--- config.mk ---
export PLATFORM = sky130hd
export DESIGN_NAME = exibe_sequencia
export DESIGN_NICKNAME = d
export VERILOG_FILES = /design/src/rtl/exibe_sequencia_pkg.sv /design/src/rtl/exibe_sequencia_contador.sv /design/src/rtl/exibe_sequencia.sv
export SDC_FILE = /design/constraint.sdc
export NUM_CORES = 1
export LEC_CHECK = 0
export BUFFER_PORTS_ARGS = -buffer_cell sky130_fd_sc_hd__buf_2
export CAP_MARGIN = 10
export CORE_UTILIZATION = 40
export CTS_CLUSTER_SIZE = 8
export DETAILED_ROUTE_END_ITERATION = 16
export GPL_TIMING_DRIVEN = 0
export PLACE_DENSITY = 0.73
export SLEW_MARGIN = 20
export SYNTH_ARGS = -nofsm -noshare
export SYNTH_HDL_FRONTEND = slang
export SYNTH_SLANG_ARGS = --single-unit
--- constraint.sdc ---
create_clock -name clock -period 2.4 [get_ports clock]
set_input_delay 0.36 -clock clock [delete_from_list [all_inputs] [get_ports clock]]
set_output_delay 0.36 -clock clock [all_outputs]
set_load 0.1 [all_outputs]
--- src/rtl/exibe_sequencia_pkg.sv ---
// Shared definitions for the sequence playback unit:
// state codes, board-clock timing defaults, ROM widths.
package exibe_sequencia_pkg;

  localparam int T_ON_DEF   = 500;
  localparam int T_OFF_DEF  = 250;
  localparam int N_END_DEF  = 4;
  localparam int N_DADO_DEF = 4;

  typedef enum logic [3:0] {
    OCIOSO  = 4'd0,
    BUSCA   = 4'd1,
    CARREGA = 4'd2,
    ACENDE  = 4'd3,
    APAGA   = 4'd4,
    FIM     = 4'd5
  } estado_t;

endpackage

--- src/rtl/exibe_sequencia_contador.sv ---
// contador_m: modulo-M counter, sync clear (clr low or zera), enable conta.
// Ports: clock, clr, zera, conta in; fim out (high when count is M-1).
module contador_m #(
  parameter int M = 500
) (
  input  logic clock,
  input  logic clr,
  input  logic zera,
  input  logic conta,
  output logic fim
);

  localparam int W = (M > 1) ? $clog2(M) : 1;

  logic [W-1:0] q;

  always_ff @(posedge clock) begin
    if (!clr || zera) begin
      q <= '0;
    end else if (conta) begin
      q <= (q == W'(M - 1)) ? '0 : q + 1'b1;
    end
  end

  assign fim = (q == W'(M - 1));

endmodule

--- src/rtl/exibe_sequencia.sv ---
// Replays ROM entries 0..ultimo on the LEDs (T_ON lit, T_OFF dark each).
// Ports: clock, clr, iniciar, parar, ultimo, dado in; endereco, leds, ocupado, pronto, db_estado out.
module exibe_sequencia
  import exibe_sequencia_pkg::*;
#(
  parameter int T_ON   = T_ON_DEF,
  parameter int T_OFF  = T_OFF_DEF,
  parameter int N_END  = N_END_DEF,
  parameter int N_DADO = N_DADO_DEF
) (
  input  logic              clock,
  input  logic              clr,
  input  logic              iniciar,
  input  logic              parar,
  input  logic [N_END-1:0]  ultimo,
  input  logic [N_DADO-1:0] dado,
  output logic [N_END-1:0]  endereco,
  output logic [N_DADO-1:0] leds,
  output logic              ocupado,
  output logic              pronto,
  output logic [3:0]        db_estado
);

  estado_t estado;
  logic    fim_on;
  logic    fim_off;

  // Each timer is held at zero outside its own state, so it
  // starts from 0 on the first cycle of ACENDE/APAGA.
  contador_m #(.M(T_ON)) u_timer_on (
    .clock (clock),
    .clr   (clr),
    .zera  (estado != ACENDE),
    .conta (estado == ACENDE),
    .fim   (fim_on)
  );

  contador_m #(.M(T_OFF)) u_timer_off (
    .clock (clock),
    .clr   (clr),
    .zera  (estado != APAGA),
    .conta (estado == APAGA),
    .fim   (fim_off)
  );

  always_ff @(posedge clock) begin
    if (!clr) begin
      estado   <= OCIOSO;
      endereco <= '0;
      leds     <= '0;
    end else if (parar && estado != OCIOSO) begin
      estado <= OCIOSO;
      leds   <= '0;
    end else begin
      unique case (estado)
        OCIOSO: begin
          if (iniciar && !parar) begin
            estado   <= BUSCA;
            endereco <= '0;
          end
        end
        BUSCA: estado <= CARREGA;
        CARREGA: begin
          leds   <= dado;
          estado <= ACENDE;
        end
        ACENDE: begin
          if (fim_on) begin
            leds   <= '0;
            estado <= APAGA;
          end
        end
        APAGA: begin
          // End test first so ultimo = all-ones never wraps.
          if (fim_off) begin
            if (endereco == ultimo) begin
              estado <= FIM;
            end else begin
              endereco <= endereco + 1'b1;
              estado   <= BUSCA;
            end
          end
        end
        FIM: estado <= OCIOSO;
        default: begin
          estado <= OCIOSO;
          leds   <= '0;
        end
      endcase
    end
  end

  assign ocupado   = (estado != OCIOSO);
  assign pronto    = (estado == FIM);
  assign db_estado = estado;

endmodule

# [Word-level counts from Yosys, hierarchy flattened]
# Cells that the tools add are included.
# Widths: inputs -> output; s select.
[op_classes] reduce_logical=14 n_addsub=3 bitwise_logic=3 n_eq_ne=14 muxes=13
[op_table] op="$mux 4" n=7
[op_table] op="$pmux 4 s5" n=1
[op_table] op="$pmux 4 s3" n=1
[op_table] op="$add 9x1->9 const B" n=1
[op_table] op="$eq 9x9->1 const B" n=1
[op_table] op="$mux 9" n=1
[op_table] op="$add 8x1->8 const B" n=1
[op_table] op="$eq 4x2->1 const B" n=2
[op_table] op="$eq 4x3->1 const B" n=2
[op_table] op="$eq 8x8->1 const B" n=1
[op_table] op="$mux 8" n=1
[op_table] op="$ne 2x2->1 const B" n=4
[op_table] op="$pmux 4 s2" n=1
[op_table] op="$reduce_and 5->1" n=1
[op_table] op="$add 4x1->4 const B" n=1
[op_table] op="$eq 4x1->1 const B" n=1
[op_table] op="$eq 4x4->1" n=1
[op_table] op="$logic_not 4->1" n=1
[op_table] op="$ne 4x2->1 const B" n=1
[op_table] op="$ne 4x3->1 const B" n=1
[op_table] op="$reduce_bool 4->1" n=1
[op_table] op="$reduce_or 4->1" n=1
[op_table] op="$mux 3" n=1
[op_table] op="$not 1->1" n=3
[op_table] op="other kinds (7)" n=10
[totals] reg_bits=29

# [Longest topological paths before layout]
[logic_depth] word_depth=4 ltp_mapped=7 depth_no_buf=7

# [By module]
# Synthesis repeated with hierarchy kept, for this count alone.
[hier_totals] hier_cells=176 hier_area_um2=1537.7
[modules_own_cells] module="exibe_sequencia" n_inst=1 cells_each=73 area_per_inst_um2=631.9 seq_area_each_um2=220.2
[modules_own_cells] module="contador_m at u_timer_on" n_inst=1 cells_each=53 area_per_inst_um2=478.0 seq_area_each_um2=180.2
[modules_own_cells] module="contador_m at u_timer_off" n_inst=1 cells_each=50 area_per_inst_um2=427.9 seq_area_each_um2=160.2

# [Worst setup path before layout]
# Ideal clock, no wire load.
[synth_path] path_kind="register -> output" startpoint="register estado[2] (netlist: db_estado[2])" endpoint="output port pronto" t_arrival_ps=2561 n_path_buf=1 setup_slack_ps=-521 path_stages_with_launch=4 path_cell_list="dfxtp_1 -> buf_2 -> nand2_1 -> nor2_1"
[synth_between] elab_chain_len=1
[synth_rtl] element="start: declaration" line_no="exibe_sequencia.sv:24" text="estado_t estado;"
[synth_rtl] element="start signal: assignment" line_no="exibe_sequencia.sv:48" text="estado <= OCIOSO;"
[synth_rtl] element="start signal: assignment" line_no="exibe_sequencia.sv:52" text="estado <= OCIOSO;"
[synth_rtl] element="start signal: assignment" line_no="exibe_sequencia.sv:58" text="estado <= BUSCA;"
[synth_rtl] element="$eq 4x3->1" line_no="exibe_sequencia.sv:94" text="assign pronto = (estado == FIM);"
[synth_rtl] element="end: declaration" line_no="exibe_sequencia.sv:20" text="output logic pronto,"
# No other way between the ends.

# [Worst setup path in the final report]
[layout_path] startpoint="register estado[2] (netlist: db_estado[2])" endpoint="output port ocupado"
[layout_between] elab_chain_len=1
[layout_rtl] element="$reduce_bool 4->1" line_no="exibe_sequencia.sv:93" text="assign ocupado = (estado != OCIOSO);"
[layout_rtl] element="end: declaration" line_no="exibe_sequencia.sv:19" text="output logic ocupado,"
# No other way between the ends.

==> run_results.csv <==
group,metric,value,unit
synth,synth_mux_area_share,0,%
floorplanning,die_y,61.1,um
min_path,min-delay-start,"dado[0]",
floorplanning,core-area,3340,sq um
routing,top_layer,"met4",
run,maxCapViolCount,0,
clocking,postCtsSetupRepairBufs,0,
timing,setup_viol_count_final,0,
routing,wl_met1,1280,um
setup_path,cp.arrival,1550,ps
floorplanning,die_x,61.1,um
timing,setup_slack,490,ps
synth,synth_commonest_cells,"28 x dfxtp_1, 23 x nor2_1, 11 x nand2_1, 11 x nand3_1, 8 x xor2_1",
power,pwr_density_cell,549,nW/um^2
routing,final_antenna_net_count,0,
power,peakVddDrop,0.315,mV
synth,ys_warn_count,0,
clocking,clk_pin_slew,150,ps
setup_path,critical_path.cell_chain,"buf_2 > or3_4 > buf_2",
routing,wl_per_cell,10.9,um
routing,vias,1130,
final_layout,drive_gt1_share,22.7,%
setup_path,rr_endpoint,"endereco[2]",
clocking,cts_hold_repair.buffers,0,
global_route,grtUsageTotal,14.5,%
setup_path,crit_path_start_kind,"flop",
setup_path,max_stage_delay,410,ps
routing,drc_errors,0,
placement,place_ws,708,ps
synth,synth_fp_nets,173,
routing,drtIter0Drc,43,
min_path,hold_depth,2,
final_layout,nets,202,
floorplanning,ios,26,
setup_path,path_common_cell,"buf_2",
setup_path,crit_fanout,10,
setup_path,worst_r2r_startpoint,"u_timer_off.q[0]",
synth,yosys.area_share.xor_xnor,9.40,%
global_route,grt_max_degree,17,
routing,route.met3.wl,133,um
routing,drt_wl_total,2510,um
synth,yosysTopAreaCellShare,40.1,%
synth,yosysSeqAreaShare,40.1,%
clocking,clock-root-buffer,"clkbuf_4",
routing,avgViaCountPerCell,4.89,
setup_path,critPathLaunch,"db_estado[2]",
routing,wl_met2,1080,um
synth,syn-cell-area,1400,sq um
timing,fmax,0.524,GHz
setup_path,ff2ff_path_depth,6,
setup_path,cp_data_required_time,2040,ps
clocking,clk_latency,330,ps
global_route,gr-total-overflow,0,
setup_path,r2r_slack,680,ps
clocking,cts_buffers,3,
setup_path,crit_slowest_cell,"or3_4",
timing,fin_tns_setup,0,ps
setup_path,critPathCaptureType,"output port",
synth,synthArstFlopShare,0,%
timing,drv_slew,0,
timing,clock_skew,2.69,ps
setup_path,path_class,"reg2out",
global_route,antenna_found_initial,0,
routing,drt-pass1-iter-count,4,
final_layout,antennaDiodeCount,0,
power,leakagePower,0.662,nW
synth,synth-adder-area-share,3.58,%
floorplanning,start_util,41.9,%
timing,finalCritPeriodShare,79.6,%
synth,yosys_most_used_dff,"dfxtp_1",
synth,synth_compound_area_share,12.6,%
final_layout,fin_util,49.0,%
timing,final_hold_viol_count,0,
min_path,min_to,"leds[0]",
synth,postSynthAreaPerCell,8.90,sq um
synth,synth-simple-area-share,31.2,%
synth,synth_top_family_by_area,"simple AND/OR/NAND/NOR gates",
clocking,clock-sinks,28,
synth,yosys-top-cells-area,"dfxtp_1 40%, nor2_1 6.2%, xor2_1 5.0%",
clocking,max-clock-path-buffers,2,
clocking,cts.repair.resized,0,
global_route,grt_pass1_vias,973,
placement,dp_hpwl,1870,um
clocking,cts_tree,"done",
clocking,htreeDepth,1,
placement,portBuffers,24,
floorplanning,num_rows,21,
placement,gp_congestion,0.807,
min_path,min_path_type,"in2reg",
floorplanning,dieArea,3730,sq um
final_layout,syn_to_final_growth,17.0,%
synth,synth-seq-cells,28,
synth,synth_area_leader_cell,"dfxtp_1",
final_layout,num-fill-cells,339,
final_layout,ff_latch_area,561,sq um
synth,postSynthCellCount,157,
synth,synth_edf_count,0,
synth,synthMostInstantiatedCell,"dfxtp_1",
timing,fin_crit,1910,ps
final_layout,multi_input_area,806,sq um
synth,synth_cell_type_count,45,
timing,rsz0062_at_grt,"false",
status,status,"finished clean",
global_route,grt_pass1_wl,3980,um
worst max path at each step:
stage	endpoint	slack, ps
after floorplan	endereco[3]	210
after global placement	endereco[2]	720
after detailed placement	endereco[2]	710
after CTS	ocupado	470
after global routing	ocupado	400
final	ocupado	490
through the flow:
step	total power, mW	cells	area [sq um]	hold WS, ps
floorplan	0.569	157	1410	426
global placement	0.593	227	1580	440
detailed placement	0.594	227	1580	447
CTS	0.911	231	1640	218
global route	0.939	231	1640	218
finish	0.898	231	1640	230
layout make-up:
class                   instances  area share, %
inverters                       2          0.459
plain buffers                   5           1.91
clock buffers                   3           1.38
clock inverters                 1           1.84
multi-input cells             122           49.3
flip-flops and latches         28           34.3
well taps                      46           3.52
repair buffers                 24           7.35
per-layer routing:
layer / up-vias / GRT usage (%)
met3: 2 / 5.25
met2: 24 / 23.1
met5: - / 0
li1: 600 / -
met4: 0 / 4.87
met1: 504 / 18.2
critical path, delay by kind of cell, from the launching register on:
kind	cells	cell delay, ps
buffers and inverters	2	470
AND/OR/NAND/NOR	1	410
flip-flops	1	340
sequential cells by signal, summed over array words and instances, names as in the netlist:
register	cells
u_timer_off.q	8
leds	4
db_estado	3
endereco	4
u_timer_on.q	9
kinds of logic after synthesis:
logic type	after synthesis
buf+inv	7
other cells	1
fa+ha+maj	4
compound gates	27
flops	28
simple gates	75
xor+xnor	15
where the power goes:
group          total (mW)  internal, mW  switching [mW]
clock               0.314         0.169           0.145
sequential          0.472         0.469         0.00313
combinational       0.112        0.0308          0.0812
total               0.898         0.669           0.229
placed cells by master (no fill, tap or decap), types with 2 or more instances in the layout:
cell,count
dfxtp_1,28
buf_2,25
nor2_1,22
nand2_1,11
nand3_1,11
xor2_1,8
xnor2_1,7
o21ai_0,7
a21oi_1,6
nor2b_1,4
o21a_1,4
a22o_1,4
ha_1,4
clkbuf_4,3
inv_1,2
clkbuf_1,2
and3_1,2
nand2b_1,2
or2_0,2
nor3_1,2
nand4_1,2
Note: power is estimated with default switching activity, not from simulation.
